**src/rtl/hamming_ecc_decoder.sv**
```systemverilog
// Hamming(7,4) single-error-correcting decoder.
// Two-stage valid/ready pipeline with a saturating corrected-word counter.
module hamming_ecc_decoder #(
  parameter int CNT_W = 16
) (
  input  logic             clk,
  input  logic             rst,
  input  logic             in_valid,
  output logic             in_ready,
  input  logic [6:0]       codeword,
  output logic             out_valid,
  input  logic             out_ready,
  output logic [3:0]       data,
  output logic [2:0]       syndrome,
  output logic             corrected,
  input  logic             clr_count,
  output logic [CNT_W-1:0] err_count
);

  logic       s1_valid;
  logic [6:0] s1_cw;
  logic [2:0] s1_syn;
  logic [2:0] syn_in;
  logic [6:0] flip;
  logic [6:0] fixed;
  logic       adv2;
  logic       out_hs;

  assign syn_in[0] = codeword[6] ^ codeword[4] ^ codeword[2] ^ codeword[0];
  assign syn_in[1] = codeword[5] ^ codeword[4] ^ codeword[1] ^ codeword[0];
  assign syn_in[2] = codeword[3] ^ codeword[2] ^ codeword[1] ^ codeword[0];

  assign adv2     = !out_valid || out_ready;
  assign in_ready = !s1_valid || adv2;
  assign out_hs   = out_valid && out_ready;

  // Position s maps to codeword bit 7-s; build the single-bit flip mask.
  always_comb begin
    flip = 7'b0000000;
    unique case (s1_syn)
      3'd1:    flip = 7'b1000000;
      3'd2:    flip = 7'b0100000;
      3'd3:    flip = 7'b0010000;
      3'd4:    flip = 7'b0001000;
      3'd5:    flip = 7'b0000100;
      3'd6:    flip = 7'b0000010;
      3'd7:    flip = 7'b0000001;
      default: flip = 7'b0000000;
    endcase
  end

  assign fixed = s1_cw ^ flip;

  // Stage 1: capture the received word and its syndrome.
  always_ff @(posedge clk or posedge rst) begin
    if (rst) begin
      s1_valid <= 1'b0;
      s1_cw    <= '0;
      s1_syn   <= '0;
    end else if (in_ready) begin
      s1_valid <= in_valid;
      if (in_valid) begin
        s1_cw  <= codeword;
        s1_syn <= syn_in;
      end
    end
  end

  // Stage 2: corrected nibble, held while downstream stalls.
  always_ff @(posedge clk or posedge rst) begin
    if (rst) begin
      out_valid <= 1'b0;
      data      <= '0;
      syndrome  <= '0;
      corrected <= 1'b0;
    end else if (adv2) begin
      out_valid <= s1_valid;
      if (s1_valid) begin
        data      <= {fixed[0], fixed[1], fixed[2], fixed[4]};
        syndrome  <= s1_syn;
        corrected <= |s1_syn;
      end
    end
  end

  // Count corrected words as they leave; clear has priority, no wrap.
  always_ff @(posedge clk or posedge rst) begin
    if (rst) begin
      err_count <= '0;
    end else if (clr_count) begin
      err_count <= '0;
    end else if (out_hs && corrected && (err_count != {CNT_W{1'b1}})) begin
      err_count <= err_count + CNT_W'(1);
    end
  end

endmodule

```
**config.mk**
```make
export PLATFORM = sky130hd
export DESIGN_NAME = hamming_ecc_decoder
export DESIGN_NICKNAME = d
export VERILOG_FILES = /design/src/rtl/hamming_ecc_decoder.sv
export SDC_FILE = /design/constraint.sdc
export NUM_CORES = 1
export LEC_CHECK = 0
export CORE_MARGIN = 1.5
export CORE_UTILIZATION = 53
export DETAILED_ROUTE_END_ITERATION = 8
export PLACE_DENSITY_LB_ADDON = 0.12
export RECOVER_POWER = 100
export REMOVE_ABC_BUFFERS = 1
export SYNTH_ARGS = -nofsm -noshare
export SYNTH_HDL_FRONTEND = slang
export SYNTH_SLANG_ARGS = --single-unit
```
**constraint.sdc**
```tcl
create_clock -name clk -period 4.5 [get_ports clk]
set_clock_uncertainty 0.1 [all_clocks]
set_input_delay 1.125 -clock clk [delete_from_list [all_inputs] [get_ports clk]]
set_output_delay 1.125 -clock clk [all_outputs]
set_load 0.005 [all_outputs]
```
==> qor.csv, run 1 <==
metric;value;unit
largest net degree at the start of global routing;34;
count of input and output buffers;37;
Core ar.;3030;um^2
initial antenna violation count;0;
Slew Viols, Final;34;
CP Class;in2out;
CP most frequent cell;dlygate4sd3_1;
Die Area;3520;um^2
post-route ant nets;0;
synthesized area;1680;um^2
worst path required time;3.27;ns
GRT Total Usage;22.7;%
vias per cell;5.42;
count leader, synth;dfrtp_1;
met3 Usage GRT;4.59;%
WL per Instance;13.7;um
Yosys reg bits;33;
Yosys cell types;33;
Setup-failing EPs final;0;
CP cell instances;dlygate4sd3_1, nand3b_1, dlygate4sd3_1;
post-CTS sizing;0;
fraction of layout cells with a size suffix above 1;9.90;%
max cap viols;1;
M2 GR Usage;39.6;%
design area;2160;um^2
number of remaining DRC errors;0;
CTS tree;done;
Yosys top cell area share;49.1;%
Layout Area Growth over Synthesis;28.5;%
Worst setup SP type;input pin;
H-tree depth;2;
crit path launch;out_ready;
worst r2r src;err_count[0];
Mapped Cells;163;
clk_lat worst skew;0.35;ns
Placed Area;2080;um^2
synth cell count leaders;dfrtp_1, nand2_1, a21oi_1, o21ai_0, mux2_2;
min-delay src;data[0];
cell accounting for the most synthesized area;dfrtp_1;
hold-fix buffers at CTS;0;
RD Place Congestion;0.859;
busiest grt layer;met2;
via count;1333;
EDFF count, synth;0;
DRT iter0 DRCs;119;
vias in the first global route;1328;
Synth Flop Type;dfrtp_1;
CTS sink count;33;
utilization after layout;71.4;%
IO Count;38;
power density over cell area;336;nW/um^2
largest cells by area after synthesis;dfrtp_1, mux2_2, nand2_1;
Final #Nets;214;
min Tclk post-route;3.70;ns
Die H;59.4;um
period utilization;82.2;%
Initial Utilization;55.6;%
LEAKAGE;0.922;nW
first-pass detailed-route iteration total;4;
CTS Buf Count;5;
Slew HR;-16.3;%
post-route setup TNS;0;ns
Slew @ Worst Pin;1.75;ns
Die Span X;59.4;um
first-pass GRT wire length;5.78;mm
Max VDD drop;0.000263;V
final hold violations;0;
Slowest Stage Delay on Critical Path;0.59;ns
Critical Path Sink Type;output pin;
average size of a mapped cell;10.3;um^2
Rows;20;
clock buffer depth;2;
clock transition at the registers of the reported paths;0.10;ns
RSZ-0062 raised after global routing;false;
GRT met1 Usage;25.2;%
diode count;0;
Arrival @ worst endpoint;2.48;ns
post-synthesis sequential area ratio;49.1;%
Hold Path Class;reg2reg;
Max Fclk;0.270;GHz
status;finished, violations left;
WL final;3.38;mm
Yosys warning total;0;
violations in the final reports;capacitance limit, slew limit;
Crit-path slowest cell;dlygate4sd3_1;
DP HPWL;2.43;mm
CP max FO;3;
setup bufs post-CTS;0;
GRT overflow;0;
Post-synth ARST share;100;%
CTS root buf;clkbuf_4;
critical path: cells and delay by family:
| family | cells | cell delay [ns] |
|---|---|---|
| buffers and inverters | 2 | 1.15 |
| and+or+nand+nor | 1 | 0.20 |
sequential cells by signal (all words and copies together), names as in the netlist:
| signal | flops |
|---|---|
| err_count | 16 |
| data | 4 |
| s1_cw | 4 |
| s1_syn | 3 |
| syndrome | 3 |
| corrected | 1 |
| out_valid | 1 |
| s1_valid | 1 |
final cells by class:
class	count	area, um^2
Clock inverter	1	30.0
Sequential cell	33	826
Timing Repair Buffer	38	374
Tap cell	44	55.1
Clock buffer	7	55.1
Inverter	3	11.3
Multi-Input combinational cell	120	811
Fill cell	247	866
cells by family after synthesis:
kind of cell	Yosys count	synth area share [%]
DFF	33	49.1
muxes	11	7.29
AOI/OAI and AO/OA	32	11.0
xor gates and xnor gates	12	6.25
buffers and inverters	10	2.75
and+or+nand+nor	64	22.9
adders and majority gates	1	0.743
per-stage QoR:
step / worst slack (ns) / hold WS (ns) / std cells / power (mW)
6_report: 0.799 / 0.384 / 246 / 0.727
5_1_grt: 0.773 / 0.439 / 246 / 0.761
4_1_cts: 0.995 / 0.393 / 246 / 0.746
3_5_place_dp: 1.01 / 0.370 / 238 / 0.511
3_3_place_gp: 1.02 / 0.364 / 238 / 0.506
2_1_floorplan: 1.97 / 0.357 / 156 / 0.429
path summary, 6_finish.rpt:
check	cells after the start	to	slack, ns
min in group asynchronous	3	err_count[9]	1.72
max in group asynchronous	3	err_count[6]	1.57
setup / recovery	3	in_ready	0.80
hold reg to reg	2	data[0]	0.38
hold / removal	2	data[0]	0.38
setup reg to reg	5	err_count[0]	2.36
power breakdown:
part | total, mW | switching (mW) | internal, mW
clock | 0.236 | 0.104 | 0.133
combinational | 0.131 | 0.0531 | 0.0775
sequential | 0.360 | 0.0278 | 0.332
layer usage:
layer  routed length, um  part of all wire, %
met4                  77                  2.3
met5                   0                    0
met2                1810                   53
met1                1370                   41
met3                 123                  3.6
layout by cell type, fill, tap and decap left out:
cell	synthesis	routed
and4_1	1	1
ha_1	1	1
mux2i_1	1	1
xnor2_1	7	7
clkdlybuf4s50_1	0	9
o31ai_1	7	7
or3_2	2	2
or2_1	1	1
inv_1	3	3
bufinv_16	0	1
nand4_4	1	1
clkbuf_1	5	2
nor2b_1	4	4
o41ai_1	2	2
a21oi_1	12	12
clkbuf_4	0	5
nand3b_1	2	2
nand2_1	17	17
nor3_1	1	1
nand4_1	4	4
mux2_2	8	8
nor2_1	6	6
dlygate4sd3_1	0	28
xor2_1	5	5
clkbuf_8	0	1
or3_1	3	3
nor4_4	1	1
or4_1	7	7
and4_2	1	1
and3_1	1	1
nor4_1	2	2
mux2_1	2	2
o21ai_0	11	11
nand3_1	5	5
nand2b_1	5	5
dfrtp_1	33	33
(Power assumes the default switching activity.)
==> run 2, diff against run 1 <==
- CORE_UTILIZATION: 53 -> 45
- clock period: 4.5 -> 3.16 ns (I/O delays scaled with it)
==> run 2 against run 1 <==
Effect of this change:
- the flow still finishes with violations (capacitance limit, slew limit)
- combinational power grew 41%
- worst hold slack lost 0.0074 ns
- critical path depth is the same
- via count grew 2.0%
- clock power grew 32%
- clock-buffer cell count shrank 2
- register-to-register slack lost 1.7 ns
- largest cell class unchanged
==> qor.csv, run 2 (synthesis results as in run 1) <==
metric;value;unit
status;finished, violations left;
violations in the final reports;capacitance limit, slew limit;
WL final;3.55;mm
Top reg by flops;err_count;
post-route setup TNS;0;ns
worst path required time;2.27;ns
Arrival @ worst endpoint;2.02;ns
commonest non-fill, non-tap cell in the layout;dfrtp_1;
final hold violations;0;
hold-fix buffers at CTS;0;
power density over cell area;469;nW/um^2
Initial Utilization;46.3;%
CP cell instances;dlygate4sd3_1, nand3b_1, clkdlybuf4s50_1;
count of input and output buffers;37;
H-tree depth;2;
first-pass detailed-route iteration total;4;
DP HPWL;2.51;mm
IO Count;38;
CTS root buf;clkbuf_8;
max reg flops;16;
Max Fclk;0.344;GHz
CTS tree;done;
DRT iter0 DRCs;37;
post-CTS sizing;0;
max cap viols;1;
Slew Viols, Final;34;
RD Place Congestion;0.762;
Slowest Stage Delay on Critical Path;0.56;ns
Hold Path Class;reg2reg;
Final #Nets;215;
clock transition at the registers of the reported paths;0.07;ns
vias in the first global route;1290;
WL per Instance;14.2;um
first-pass GRT wire length;5.88;mm
Core ar.;3630;um^2
min Tclk post-route;2.91;ns
LEAKAGE;0.910;nW
Worst setup SP type;input pin;
Die H;64.2;um
clk_lat worst skew;0.29;ns
initial antenna violation count;0;
CP max FO;3;
Die Area;4120;um^2
Max VDD drop;0.000281;V
Die Span X;64.2;um
Setup-failing EPs final;0;
setup bufs post-CTS;0;
fraction of layout cells with a size suffix above 1;10.8;%
period utilization;92.0;%
largest net degree at the start of global routing;34;
dpl ws;0.332;ns
most frequent cells in the layout;dfrtp_1, dlygate4sd3_1, nand2_1, a21oi_1, o21ai_0;
diode count;0;
vias per cell;5.42;
RSZ-0062 raised after global routing;false;
biggest regs;err_count (16), data (4), s1_cw (4);
Rows;22;
Slew @ Worst Pin;1.79;ns
Crit-path slowest cell;dlygate4sd3_1;
area occupied by multi-input gates;802;um^2
number of remaining DRC errors;0;
Reg area;826;um^2
post-route ant nets;0;
GRT overflow;0;
Final WS setup;0.254;ns
Critical Path Sink Type;output pin;
via count;1360;
Layout Area Growth over Synthesis;28.8;%
fill count;348;
CTS Buf Count;5;
Slew HR;-19.0;%
clock buffer depth;2;
CTS sink count;33;
GRT Total Usage;18.5;%
CP Class;in2out;
run 2: cell count changes in the layout (fill, tap and decap cells not counted), sizes merged:
| cell | change |
|---|---|
| clkdlybuf4s50 | +1 |
| dlygate4sd3 | -1 |
| clkbuf | -2 |
| bufinv | -1 |
| buf | +1 |
| clkinv | +2 |
| clkinvlp | +1 |
run 2: final cells by class:
cell class                      instances  share of cell area (%)
Clock buffer                            5                    3.18
Inverter                                3                   0.520
Clock inverter                          3                   0.808
Multi-Input combinational cell        120                    37.0
Tap cell                               48                    2.77
Timing Repair Buffer                   39                    17.6
Sequential cell                        33                    38.1
run 2: final timing paths:
path	slack, ns	to	from	cells after the start
min in group asynchronous	1.47	err_count[12]	rst	3
worst min register to register	0.38	data[0]	data[0]	2
worst max-delay path	0.25	in_ready	out_ready	3
worst min-delay path	0.38	data[0]	data[0]	2
max in group asynchronous	0.46	err_count[3]	rst	3
worst max register to register	0.65	err_count[0]	err_count[0]	5
run 2: worst max-delay path, delay by kind of cell:
family        cells  cell delay, ns
buf+inv           2            1.02
simple gates      1            0.21
run 2: per-layer routing:
metal,share of wire [%],wire (um),vias up,global-route usage (%)
li1,-,-,666,-
met1,48,1690,651,24.3
met2,46,1630,36,28.5
met3,4.8,172,7,5.99
met4,1.6,57,0,7.18
met5,0,0,-,0
run 2: where the power goes:
group          internal, mW  switching (mW)  total, mW
clock network         0.152           0.159      0.311
logic                 0.111          0.0739      0.185
registers             0.474          0.0453      0.519
run 2: metrics by stage:
stage | utilization (%) | instance area (um^2) | total power [mW] | cells | hold WS, ns
detailed placement | 57.6 | 2090 | 0.731 | 243 | 0.371
finish | 59.6 | 2170 | 1.02 | 251 | 0.377
global placement | 57.6 | 2090 | 0.722 | 243 | 0.365
CTS | 60.0 | 2180 | 1.05 | 251 | 0.387
floorplan | - | 1650 | 0.610 | 156 | 0.357
global route | 59.6 | 2170 | 1.08 | 251 | 0.418
==> RTL change: new RTL, config.mk and constraints of run 1 <==
`CNT_W`: 16 -> 12.
--- a/src/rtl/hamming_ecc_decoder.sv
+++ b/src/rtl/hamming_ecc_decoder.sv
@@ -1,7 +1,7 @@
 // Hamming(7,4) single-error-correcting decoder.
 // Two-stage valid/ready pipeline with a saturating corrected-word counter.
 module hamming_ecc_decoder #(
-  parameter int CNT_W = 16
+  parameter int CNT_W = 12
 ) (
   input  logic             clk,
   input  logic             rst,
Ports: changed (resized err_count); port bits go from 38 to 34. The function was not compared with the original's and may differ.
==> RTL change against run 1 <==
Synthesized cell count fell by 15%. Wire length fell by 21%. Global-route usage fell by 1.2 points. Critical path type unchanged. Synthesized area fell by 16%. Utilization rose by 1.5 points. Final area fell by 16%. Sequential cell count fell by 4. Worst hold slack got worse by 0.0054 ns. Setup slack got worse by 0.016 ns. Critical endpoint unchanged. Critical path depth did not move. Count of clock-buffer cells in the layout did not move. Largest power group unchanged. First-iteration DRC count fell by 84%. Largest cell class unchanged. Total power fell by 16%.
==> RTL change: results <==
[run_status]
outcome = "finished clean"

[power_and_ir_drop]
p_int_w = 0.000445
p_sw_w = 0.000163
p_clk_w = 0.000158
cellLeakagePower_nw = 0.786
combPwrFrac_pct = 20.6
vdd_ir_drop_max_mv = 0.317

[synth]
syn_avg_cell_area_um2 = 10.2
ys_warn_count = 0
synth_commonest_cells = "dfrtp_1, nand2_1, o21ai_0"
seq_area_frac_synth_pct = 51.5
ys_types = 30
synth_area_leaders = "dfrtp_1, mux2_2, nand2_1"
synth_ff_type = "dfrtp_1"

[worst_hold_path]
hp-class = "register to register"

[cts]
cts_resized = 0
cts-buffers-inserted = 5
clk_latency_ns = 0.32
htreeDepth = 2
clkTransAtPathRegs_ns = 0.08

[final_layout]
stdcell_count = 206
nets = 189
layout-drive-gt1-share_pct = 8.52
largestRegisters = "err_count (12), data (4), s1_cw (4)"

[placement]
dp_hpwl_mm = 2.01
gp_congestion = 0.760
dp_slack_ns = 0.985
dpl.cell_count = 199
portBuffers = 33

[global_route]
antenna_found_initial = 0
grtUsageTotal_pct = 21.5
grt_max_degree = 30
met2_usage_pct = 36.7
use_met3_pct = 5.74
grt_pass1_vias = 1019
grt_pass1_wl_mm = 4.36
grtUsageMet1_pct = 23.3

[drt]
met3_length_um = 114
drtIter0Drc = 19
wl_per_cell_um = 13.0
wl_met2_mm = 1.36
wl_met1_mm = 1.13
via_per_inst = 5.66

[setup_path]
crit_arrival_ns = 2.49
crit_fanout = 4

[timing]
tightest_slew_ns = 1.07
-- RTL change: final cells by class --
type	instances	area [um2]
Inverter	4	15.0
Clock buffer	7	55.1
Sequential cell	29	726
Multi-Input combinational cell	103	658
Timing Repair Buffer	33	330
Fill cell	190	678
Tap cell	30	37.5
-- RTL change: logic make-up after synthesis --
logic type	synth area share, %
DFF	51.5
and+or+nand+nor	21.0
xor gates and xnor gates	7.45
adders and majority gates	0.887
buffers and inverters	1.60
AOI/OAI and AO/OA	11.3
muxes	6.30
-- RTL change: critical path: stages --
cell	delay, ns
dlygate4sd3_1	0.57
nand3b_1	0.20
dlygate4sd3_1	0.59
-- RTL change: path summary, 6_finish.rpt --
path / from / end / slack [ns] / depth (start not counted)
max reg2reg: err_count[0] / err_count[10] / 2.39 / 5
max: out_ready / in_ready / 0.78 / 3
min in group asynchronous: rst / err_count[11] / 1.39 / 2
max in group asynchronous: rst / err_count[5] / 2.25 / 2
min: data[1] / data[1] / 0.38 / 2
min reg2reg: data[1] / data[1] / 0.38 / 2
